--- config.mk ---
export PLATFORM = sky130hd
export DESIGN_NAME = mux_4x1_2bit_arbiter
export DESIGN_NICKNAME = d
export VERILOG_FILES = /design/src/rtl/mux_4x1_2bit_arbiter.sv
export SDC_FILE = /design/constraint.sdc
export NUM_CORES = 1
export LEC_CHECK = 0
export ABC_AREA = 0
export BUFFER_PORTS_ARGS = -buffer_cell sky130_fd_sc_hd__buf_2
export CAP_MARGIN = 25
export CORE_MARGIN = 5
export CORE_UTILIZATION = 48
export CTS_BUF_LIST = sky130_fd_sc_hd__clkbuf_16
export DETAILED_ROUTE_END_ITERATION = 7
export PLACE_DENSITY = 0.75
export SLEW_MARGIN = 0
export SYNTH_ARGS = -nofsm -noshare
export SYNTH_HDL_FRONTEND = slang
export SYNTH_HIERARCHICAL = 1
export SYNTH_SLANG_ARGS = --single-unit
--- constraint.sdc ---
create_clock -name Clk_s -period 2.4 [get_ports Clk_s]
set_clock_uncertainty 0.1 [all_clocks]
set_input_delay 0.36 -clock Clk_s [delete_from_list [all_inputs] [get_ports Clk_s]]
set_output_delay 0.36 -clock Clk_s [all_outputs]
set_load 0.01 [all_outputs]
--- src/rtl/mux_4x1_2bit_arbiter.sv ---
// Round-robin arbiter for four requesters. The grant drives the select lines
// of the gate-level 2-bit 4x1 mux, and the selected word is registered with a valid flag.

module mux_4x1_2bit (
  input  logic A1,
  input  logic A0,
  input  logic B1,
  input  logic B0,
  input  logic C1,
  input  logic C0,
  input  logic D1,
  input  logic D0,
  input  logic S1,
  input  logic S0,
  output logic Y1,
  output logic Y0
);
  logic ns1;
  logic ns0;
  logic sel_a;
  logic sel_b;
  logic sel_c;
  logic sel_d;

  assign ns1   = ~S1;
  assign ns0   = ~S0;
  assign sel_a = ns1 & ns0;
  assign sel_b = ns1 & S0;
  assign sel_c = S1 & ns0;
  assign sel_d = S1 & S0;

  assign Y1 = (A1 & sel_a) | (B1 & sel_b) | (C1 & sel_c) | (D1 & sel_d);
  assign Y0 = (A0 & sel_a) | (B0 & sel_b) | (C0 & sel_c) | (D0 & sel_d);
endmodule

module mux_4x1_2bit_arbiter #(
  parameter int HOLD_MAX = 4
) (
  input  logic       Clk_s,
  input  logic       Rst_s,
  input  logic [3:0] Req_s,
  input  logic [1:0] A_s,
  input  logic [1:0] B_s,
  input  logic [1:0] C_s,
  input  logic [1:0] D_s,
  output logic [1:0] S_s,
  output logic [3:0] Gnt_s,
  output logic [1:0] Out_s,
  output logic       Valid_s
);
  typedef enum logic {IDLE, GRANT} state_t;

  localparam logic [3:0] HOLD_CNT = 4'(HOLD_MAX);

  state_t     state_q;
  state_t     state_d;
  logic [1:0] idx_q;
  logic [1:0] idx_d;
  logic [1:0] ptr_q;
  logic [1:0] ptr_d;
  logic [3:0] cnt_q;
  logic [3:0] cnt_d;
  logic [3:0] others;
  logic [2:0] first_pick;
  logic [2:0] next_pick;
  logic [1:0] mux_y;

  // Returns {hit, index}; candidates closer to start (in rotation order) win.
  function automatic logic [2:0] arbitrate(input logic [3:0] mask, input logic [1:0] start);
    logic [1:0] cand;
    logic [2:0] result;
    result = 3'b000;
    for (int i = 3; i >= 0; i--) begin
      cand = start + 2'(i);
      if (mask[cand]) begin
        result = {1'b1, cand};
      end
    end
    return result;
  endfunction

  assign others     = Req_s & ~(4'b0001 << idx_q);
  assign first_pick = arbitrate(Req_s, ptr_q);
  assign next_pick  = arbitrate(others, idx_q + 2'd1);

  always_ff @(posedge Clk_s or negedge Rst_s) begin
    if (!Rst_s) begin
      state_q <= IDLE;
      idx_q   <= 2'd0;
      ptr_q   <= 2'd0;
      cnt_q   <= 4'd0;
    end else begin
      state_q <= state_d;
      idx_q   <= idx_d;
      ptr_q   <= ptr_d;
      cnt_q   <= cnt_d;
    end
  end

  // Release takes precedence over forced rotation; both hand over with no bubble.
  always_comb begin
    state_d = state_q;
    idx_d   = idx_q;
    ptr_d   = ptr_q;
    cnt_d   = cnt_q;
    case (state_q)
      IDLE: begin
        if (|Req_s) begin
          state_d = GRANT;
          idx_d   = first_pick[1:0];
          cnt_d   = 4'd1;
        end
      end
      GRANT: begin
        if (!Req_s[idx_q]) begin
          ptr_d = idx_q + 2'd1;
          if (next_pick[2]) begin
            idx_d = next_pick[1:0];
            cnt_d = 4'd1;
          end else begin
            state_d = IDLE;
          end
        end else if ((cnt_q >= HOLD_CNT) && (|others)) begin
          ptr_d = idx_q + 2'd1;
          idx_d = next_pick[1:0];
          cnt_d = 4'd1;
        end else if (cnt_q < HOLD_CNT) begin
          cnt_d = cnt_q + 4'd1;
        end
      end
      default: state_d = IDLE;
    endcase
  end

  assign Gnt_s = (state_q == GRANT) ? (4'b0001 << idx_q) : 4'b0000;
  assign S_s   = (state_q == GRANT) ? idx_q : 2'b00;

  mux_4x1_2bit u_mux (
    .A1(A_s[1]), .A0(A_s[0]),
    .B1(B_s[1]), .B0(B_s[0]),
    .C1(C_s[1]), .C0(C_s[0]),
    .D1(D_s[1]), .D0(D_s[0]),
    .S1(S_s[1]), .S0(S_s[0]),
    .Y1(mux_y[1]), .Y0(mux_y[0])
  );

  always_ff @(posedge Clk_s or negedge Rst_s) begin
    if (!Rst_s) begin
      Out_s   <= 2'b00;
      Valid_s <= 1'b0;
    end else if (|Gnt_s) begin
      Out_s   <= mux_y;
      Valid_s <= 1'b1;
    end else begin
      Valid_s <= 1'b0;
    end
  end
endmodule

After elaboration in Yosys (flattened, before gate mapping) --
Index checks and enable logic that the tools add are counted.
Cells by class: add/subtract/negate cells 8, magnitude comparators 11, eq/ne operators 5, shift-type cells 1, multiplexer cells 46, bitwise operators 23, reductions and logical operators 7
Operator list (count):
- $lt 2x3->1 const B | 9
- $mux 4 | 6
- $mux 2 | 11
- $bmux 1 s2 | 9
- $mux 1 | 13
- $and 1x1->1 | 12
- $mux 3 | 4
- $reduce_or 4->1 | 3
- $add 2x2->2 const B | 4
- $pmux 4 s2 | 1
- $add 2x1->2 const B | 3
- $or 1x1->1 | 6
- $reduce_and 3->1 | 2
- $add 4x1->4 const B | 1
- $and 4x4->4 | 1
- $ge 4x3->1 const B | 1
- $lt 4x3->1 const B | 1
- $ne 4x2->1 const B | 1
- $not 4->4 | 1
- $pmux 2 s2 | 1
- $shl 1x2->4 const A | 1
- $ne 3x1->1 const B | 1
- $ne 3x2->1 const B | 1
- $not 1->1 | 3
- other kinds (5) | 5
Word-level totals: bits in registers 12, input port bits 14, output and inout port bits 9, logic and storage cells 107

Logic depth before layout (Yosys ltp) --
Gate-level depths: netlist of run 1.
depth in word-level cells 12, gate-level depth with buffers 10, gate-level depth less buffers 7

Cells and area by module --
The synthesis of run 1 kept the hierarchy.
By module, submodules not included:
- mux_4x1_2bit_arbiter | instances 1, cells each 106, area an instance 1006.0 µm²
- mux_4x1_2bit | instances 1, cells each 2, area an instance 52.6 µm²

Worst setup path after synthesis of run 1 --
No wires, ideal clock.
path type register -> register, start register idx_q[0], end register idx_q[0], setup time 125 ps, data arrival time 2288 ps, slack -113 ps, cell stages (with the launch flop) 10, period minus slack after synthesis 2513 ps, path through dfrtp_1 buf_6 buf_2 inv_1 ha_1 clkbuf_1 xnor2_1 o221ai_1 a311oi_2 mux2_4
On the way: longest elaborated chain between the ends 12
RTL lines:
- start, declared | line 57 | logic [1:0] idx_q;
- start signal, assigned | line 94 | idx_q <= idx_d;
- parallel branches: the longest is 12 deep, another holds $add 2x1->2
Parallel ways; which one is timed is not known. The select of a mux whose other input is x is not followed. A chain may end at the register's enable or synchronous reset.

Worst setup path after layout of run 1 --
Same ends and word-level chain as after synthesis.

==> run summary, run 1 <==
Of the available clock period, the critical path in the final layout requires 0.9277. The HPWL reported at the end of detailed placement is 1.884 mm. The global router's overall resource usage is 0.1484. The number of ports placed on the die boundary is 23. The number of DRC markers in iteration 0 is 39.

The final number of hold-violating endpoints was 0. Among all flip-flop cells after synthesis, the most frequent one is sky130_fd_sc_hd__dfrtp_1. During synthesis, Yosys emitted a total of 6 warnings. The total of endpoints with negative setup slack in the final report came out at 0. The async set or reset register ratio after synthesis is 1.000. The number of placed instances, taps included is 160. TritonCTS built the clock tree. The worst hold path belongs to the class reg2reg. The area after detailed placement came out at between 0.001 and 0.0015 mm^2. The number of flops mapped to enable cells by yosys is 0. The later pin in the worst-skew pair is clocked with a latency of 0.23 ns. The number of distinct library cell variants in the gate-level netlist after synthesis came out at 44. The CTS root buffer is sky130_fd_sc_hd__clkbuf_16. The maximum net fanout on the critical path is 8. The leakage component of the power came out at 0.5934 nW.

The die area is 0.003244 mm^2. During placement, the flow inserted port buffers numbering 22. The diode insertion count for antenna repair is 0. STA classifies the critical path startpoint as a register.

The clock input transition at the sequential cells of the worst setup and hold paths came out at around 0.04 ns. The tool flagged a number of max-cap violations equal to 0. The number of sinks handled by clock tree synthesis is 12.

The number of design rule violations left after detail routing came out at 0. The number of antenna violations at the first check in global routing is 0. The synthesized area divided by synthesized cell count came out at 9.801 um^2.

The run finished with clean final reports. The core region area came out at 0.002148 mm^2. The share of the Yosys chip area taken by registers is 0.2837.

The data arrival time of the worst path came out at about 2.2 ns. The longest clock path from root to sink contains 2 buffers. The layout net count came out at ~160. The via density per instance came out at 5.897. The initial utilization of the core area, before any placement, comes to 0.4927. The level count of the clock H-tree came out at 1. At the end of routability-driven placement, the weighted congestion stood at 0.8630.

From synthesis to final layout, the design area changed by 24.70%. Based on the critical path, the design can be clocked at up to 449.1 MHz. The total overflow left after global routing is 0.

The cell count after synthesis came out at between 100 and 150. The cell accounting for the most synthesized area is sky130_fd_sc_hd__dfrtp_1. In the final routed layout, each cell accounts on average for approximately 14 um.

The cell area that synthesis handed to floorplanning was 0.001059 mm^2. The final worst slack is 0.1736 ns. In the final layout, the share of cells above drive strength 1 is 0.3285. Before antenna repair, the detailed router went through 4 iterations.

The routed design has 2.380 mm of wire. The finished layout holds roughly 170 standard cells, fillers aside. Setup repair after global routing left no endpoint under its margin.

After synthesis, the cell types taking the most area are sky130_fd_sc_hd__dfrtp_1, sky130_fd_sc_hd__ha_1, sky130_fd_sc_hd__and2_1. The finished layout cell area is 0.001320 mm^2. Counting I/O delays and the setup requirement, the final critical path takes 2.226 ns.

The first global-routing pass estimated 3.843 mm of wire. The number of rows created at floorplan came out at 17. The category of the worst setup path capture point is a register.

Of the post-synthesis cell area, the dominant cell type holds 0.2837. The pin count of the biggest net entering global routing is 13. The number of pins with negative max-slew slack in the final report is 0. The worst setup path is of the reg2reg kind. VDD sags by at most slightly above 0.0008 V.

The remaining antenna violation count came out at 0. After synthesis the netlist holds a flip-flop and latch count of 12. The slew at the pin closest to its max-slew limit is 0.3755 ns. The synthesized net count came out at 127. The setup TNS after final layout came out at 0 ns. In this run the vertical extent of the chip is 56.96 um. The data required time at the worst endpoint is 2.42 ns.

The worst relative slew slack came out at 0.7491. For this block, the via count after detailed routing is 973. The width of the chip is between 50 and 60 um. The TritonCTS buffer count is 3.

The via count of the first global-routing pass was approximately 870. Dividing total power by cell area gives a power density of 1461 mW/mm^2. The pre-CTS setup slack is just under 0.09 ns.
## worst max-delay path, cell delays in order (launching register included)
cell and delay (ns):
sky130_fd_sc_hd__dfrtp_2 0.43, sky130_fd_sc_hd__inv_1 0.12, sky130_fd_sc_hd__ha_1 0.24, sky130_fd_sc_hd__nor2b_1 0.20, sky130_fd_sc_hd__nor4_1 0.09, sky130_fd_sc_hd__buf_4 0.16, sky130_fd_sc_hd__o211a_1 0.23, sky130_fd_sc_hd__a311oi_2 0.22
sky130_fd_sc_hd__mux2_4 0.32
## where the power goes
group	leakage [nW]	internal (W)	switching [W]
clock	0.0385	0.000219	0.0000786
combinational	0.414	0.000651	0.000615
sequential	0.141	0.000293	0.0000725
## flip-flops by register name, summed over array words and instances, names as in the netlist
register and count:
cnt_q 4, Out_s 2, idx_q 2, ptr_q 2
Valid_s 1, state_q 1
## metrics by stage
| step | power, W | hold slack [ns] | util |
|---|---|---|---|
| global route | 0.002072 | 0.4207 | 0.6144 |
| finish | 0.001928 | 0.3858 | 0.6144 |
| global placement | 0.001588 | 0.1543 | 0.5713 |
| CTS | 0.001934 | 0.3905 | 0.6127 |
| floorplan | 0.001314 | -0.03559 | - |
| detailed placement | 0.001624 | 0.1543 | 0.5713 |
## per-layer routing
layer / track usage / wire, um
met1: 0.1862 / 965
met2: 0.2577 / 1165
met3: 0.04977 / 248
met4: 0.01325 / 0
met5: 0 / 0
## area by class of cell
class                   instances  area, um^2
flip-flops and latches         12       301.5
clock buffers                   3       75.07
clock inverters                 1       3.754
inverters                       6       22.52
multi-input cells              85       709.4
fillers                       179       828.3
repair buffers                 30       172.7
well taps                      28       35.03
## synth_stat cells, types with 2 or more instances
cell / number
sky130_fd_sc_hd__a21oi_1: 3
sky130_fd_sc_hd__a22o_1: 2
sky130_fd_sc_hd__and2_1: 9
sky130_fd_sc_hd__buf_2: 2
sky130_fd_sc_hd__buf_6: 2
sky130_fd_sc_hd__dfrtp_1: 12
sky130_fd_sc_hd__ha_1: 5
sky130_fd_sc_hd__inv_1: 6
sky130_fd_sc_hd__mux2_2: 3
sky130_fd_sc_hd__mux4_1: 2
sky130_fd_sc_hd__mux4_2: 2
sky130_fd_sc_hd__nand2_1: 2
sky130_fd_sc_hd__nand2b_1: 3
sky130_fd_sc_hd__nand3_1: 3
sky130_fd_sc_hd__nor2_1: 6
sky130_fd_sc_hd__nor2b_1: 5
sky130_fd_sc_hd__nor3_1: 3
sky130_fd_sc_hd__nor3b_1: 4
sky130_fd_sc_hd__nor4_1: 2
sky130_fd_sc_hd__o211ai_1: 2
sky130_fd_sc_hd__o21ai_0: 6
sky130_fd_sc_hd__o221ai_1: 2
## logic make-up (layout without fill, tap and decap cells)
kind of cell             count (synthesis)  after routing  synth area share
AO/OA/AOI/OAI                           28             28            0.2116
XOR/XNOR                                 1              1          0.008276
adder cells (fa/ha/maj)                  5              5           0.05910
buffers and inverters                   11             40           0.05555
flip-flops                              12             12            0.2837
multiplexers                            10             10            0.1584
AND/OR/NAND/NOR                         41             41            0.2234
## worst paths after layout
path / startpoint / to / slack, ns / depth (start not counted)
worst max-delay path: idx_q[0] / idx_q[0] / 0.17 / 8
worst min-delay path: cnt_q[0] / cnt_q[0] / 0.39 / 1
worst max register to register: idx_q[0] / idx_q[0] / 0.17 / 8
worst min register to register: cnt_q[0] / cnt_q[0] / 0.39 / 1
max in group asynchronous: Rst_s / idx_q[0] / 1.53 / 2
min in group asynchronous: Rst_s / cnt_q[2] / 0.44 / 2
## cell usage in the layout, fill, tap and decap left out, types with 2 or more instances in the layout
cell type / instances
sky130_fd_sc_hd__buf_2: 22
sky130_fd_sc_hd__dfrtp_1: 11
sky130_fd_sc_hd__and2_1: 9
sky130_fd_sc_hd__buf_4: 7
sky130_fd_sc_hd__inv_1: 6
sky130_fd_sc_hd__o21ai_0: 6
sky130_fd_sc_hd__nor2_1: 6
sky130_fd_sc_hd__nor2b_1: 5
sky130_fd_sc_hd__nor3b_1: 4
sky130_fd_sc_hd__ha_1: 4
sky130_fd_sc_hd__nor3_1: 3
sky130_fd_sc_hd__mux2_2: 3
sky130_fd_sc_hd__nand2b_1: 3
sky130_fd_sc_hd__nand3_1: 3
sky130_fd_sc_hd__a21oi_1: 3
sky130_fd_sc_hd__clkbuf_16: 3
sky130_fd_sc_hd__mux4_2: 2
sky130_fd_sc_hd__nor4_1: 2
sky130_fd_sc_hd__o211ai_1: 2
sky130_fd_sc_hd__nand2_1: 2
sky130_fd_sc_hd__o221ai_1: 2
sky130_fd_sc_hd__a22o_1: 2
sky130_fd_sc_hd__mux4_1: 2
## timing repair
action,in CTS,in global routing
hold buffers,1,0
endpoints found under the setup margin,0,2
resized for setup,0,2
setup buffers,0,0
hold endpoints to repair,12,0
Power figures use the tool's default switching activity.
==> run 2: changes to the inputs <==
--- a/config.mk
+++ b/config.mk
@@ -9,10 +9,10 @@
 export BUFFER_PORTS_ARGS = -buffer_cell sky130_fd_sc_hd__buf_2
 export CAP_MARGIN = 25
 export CORE_MARGIN = 5
-export CORE_UTILIZATION = 48
+export CORE_UTILIZATION = 53
 export CTS_BUF_LIST = sky130_fd_sc_hd__clkbuf_16
 export DETAILED_ROUTE_END_ITERATION = 7
-export PLACE_DENSITY = 0.75
+export PLACE_DENSITY = 0.78
 export SLEW_MARGIN = 0
 export SYNTH_ARGS = -nofsm -noshare
 export SYNTH_HDL_FRONTEND = slang
==> constraint.sdc (replaced) <==
create_clock -name Clk_s -period 2.5 [get_ports Clk_s]
set_clock_uncertainty 0.1 [all_clocks]
set_input_delay 0.375 -clock Clk_s [delete_from_list [all_inputs] [get_ports Clk_s]]
set_output_delay 0.375 -clock Clk_s [all_outputs]
set_load 0.01 [all_outputs]
==> run summary, run 2 (synthesis gave the netlist of run 1 again) <==
The pin count of the biggest net entering global routing came out at 18. The global router's overall resource usage is 0.1907. The via count of the first global-routing pass was 908.

The data required time at the worst endpoint came out at 2.51 ns. The via count is between 900 and 1,000. The first element of the critical path is idx_q[0]. TritonCTS built the clock tree. The first global-routing pass estimated 4.057 mm of wire.

The run finished with clean final reports. Detailed placement finished with a half-perimeter wire length of 1.862 mm. The finished layout cell area is around 0.0013 mm^2.

The leakage component of the power is 0.5785 nW. Timing would allow up to about 430 MHz. Dividing total power by cell area gives a power density of 1413 mW/mm^2.

The setup TNS after final layout came out at 0 ns. Counting along the longest clock path gives a buffer depth of 2. The leftover overflow at the end of global routing came out at 0. The number of detailed-routing iterations run before antenna repair came out at 4. The type of the worst setup path is reg2reg.

Including well taps, the total number of placed cells is 155. The core region is 0.001942 mm^2. Setup repair after global routing left no endpoint under its margin. The number of pins with negative max-slew slack in the final report came to 0. The clock latency on the worst-skew pair is 0.24 ns. The effective utilization at floorplan came out at 0.5451.

The final core area utilization came out at 0.6643. Row generation in the floorplan step produced 16 rows. The weighted congestion at the end of routability-driven global placement is 0.8696. After detailed routing, the average wire length per cell comes to 15.57 um. The fraction of final layout cells with drive strength greater than 1 came out at 0.3008. The worst setup path is captured at a register. The total of endpoints with negative setup slack in the final report came out at 0. Summing all placed instances gives a cell area of between 0.001 and 0.0015 mm^2. The critical path ends at ptr_q[1]. In this run the worst hold path is classified as reg2reg.

The critical register-to-register path endpoint is ptr_q[1]. The register with the most flip-flops in the final layout is cnt_q. The number of ports placed on the die boundary came out at 23. The die area is 0.002991 mm^2. STA classifies the critical path startpoint as a register. Relative to the synthesized area, the layout overhead comes to 21.87%. CTS placed an instance of sky130_fd_sc_hd__clkbuf_16 at the clock tree root. The slack of the worst reg-to-reg path came out at 0.20 ns. The total of buffers placed on input and output ports came out at 22. The number of cell instances on the worst register-to-register path is 8. The library cell used most frequently in the layout, excluding fill and tap cells, is sky130_fd_sc_hd__buf_2.

The maximum net fanout on the critical path is 8. The post-detailed-routing wire length is 2.491 mm. The non-filler instance count after layout is 160.

The number of antenna violations at the first check in global routing is 0. The data arrival time of the worst path came out at 2.32 ns. In the layout the commonest cells are sky130_fd_sc_hd__buf_2, sky130_fd_sc_hd__dfrtp_1, sky130_fd_sc_hd__and2_1.

Overall power consumption after layout is estimated at between 0.0015 and 0.002 W. The final number of hold-violating endpoints came out at 0. In this run the horizontal extent of the chip is 54.69 um. After detailed routing, the number of remaining DRC violations is 0.

The flip-flop count of the largest register, all copies and words added came out at 4. The via density per instance came out at 5.981. The clock input transition at the sequential cells of the worst setup and hold paths is 0.04 ns. Across the run, the number of max-cap violations was 0. In this run the critical register-to-register path is launched from idx_q[0]. The TritonCTS buffer count came out at 3. The diode insertion count for antenna repair came out at 0. The remaining antenna violation count came out at 0. The number of sinks handled by clock tree synthesis is 12. VDD sags by at most 0.0007539 V. The die is 54.69 um tall. The final layout contains 153 nets. The level count of the clock H-tree is 1.

For the pin with the worst max-slew slack, the measured transition is approximately 0.61 ns. The shortest period the worst path allows is between 2 and 2.5 ns. The number of DRC markers in iteration 0 came out at 19.

Of the available clock period, the critical path in the final layout requires 0.9207. The worst relative slew slack is 0.5888.
-- run 2: changes by cell type in the layout (fill, tap and decap cells not counted), sizes merged --
cell	change
buf	-4
-- run 2: where the power goes --
group	internal (W)	switching [W]	leakage, nW
registers	0.000280	0.0000822	0.142
logic	0.000588	0.000587	0.398
clock network	0.000210	0.0000763	0.0385
-- run 2: repair_timing --
action                     4_1_cts  5_1_grt
setup buffers                    0        0
setup endpoints to repair        0        1
gates resized for setup          0        1
hold endpoints to repair        12        0
hold buffers                     1        0
-- run 2: worst min-delay path by stage --
stage | start | endpoint | cells after the start
floorplan | Rst_s | Out_s[0] | 0
detailed placement | Rst_s | Valid_s | 1
finish | Out_s[1] | Out_s[1] | 1
global placement | Rst_s | Valid_s | 1
CTS | Out_s[1] | Out_s[1] | 1
global route | Out_s[1] | Out_s[1] | 1
-- run 2: layer usage --
layer	up-vias	global-route usage	routed length, um
li1	458	-	-
met1	464	0.2327	1072
met2	31	0.3169	1209
met3	4	0.05995	181
met4	0	0.05809	28
met5	-	0	0
-- run 2: layout make-up --
type | instances | area [um^2]
Fill cell | 151 | 651.9
Inverter | 6 | 22.52
Sequential cell | 12 | 300.3
Tap cell | 27 | 33.78
Multi-Input combinational cell | 85 | 711.9
Timing Repair Buffer | 26 | 142.6
Clock buffer | 3 | 75.07
Clock inverter | 1 | 3.754
-- run 2: worst max-delay path: stages, from the launching register on --
cell                      delay, ns
sky130_fd_sc_hd__dfrtp_1       0.48
sky130_fd_sc_hd__inv_1         0.14
sky130_fd_sc_hd__ha_1          0.25
sky130_fd_sc_hd__nor2b_1       0.19
sky130_fd_sc_hd__nor4_1        0.08
sky130_fd_sc_hd__buf_4         0.16
sky130_fd_sc_hd__o21ai_0       0.26
sky130_fd_sc_hd__and2_1        0.21
sky130_fd_sc_hd__mux2_1        0.32
-- run 2: stage by stage --
step	worst slack (ns)	hold WS (ns)
floorplan	0.05880	-0.02059
global placement	0.2649	0.1633
detailed placement	0.1744	0.1639
CTS	0.1554	0.4069
global route	0.03407	0.4071
finish	0.1982	0.4043
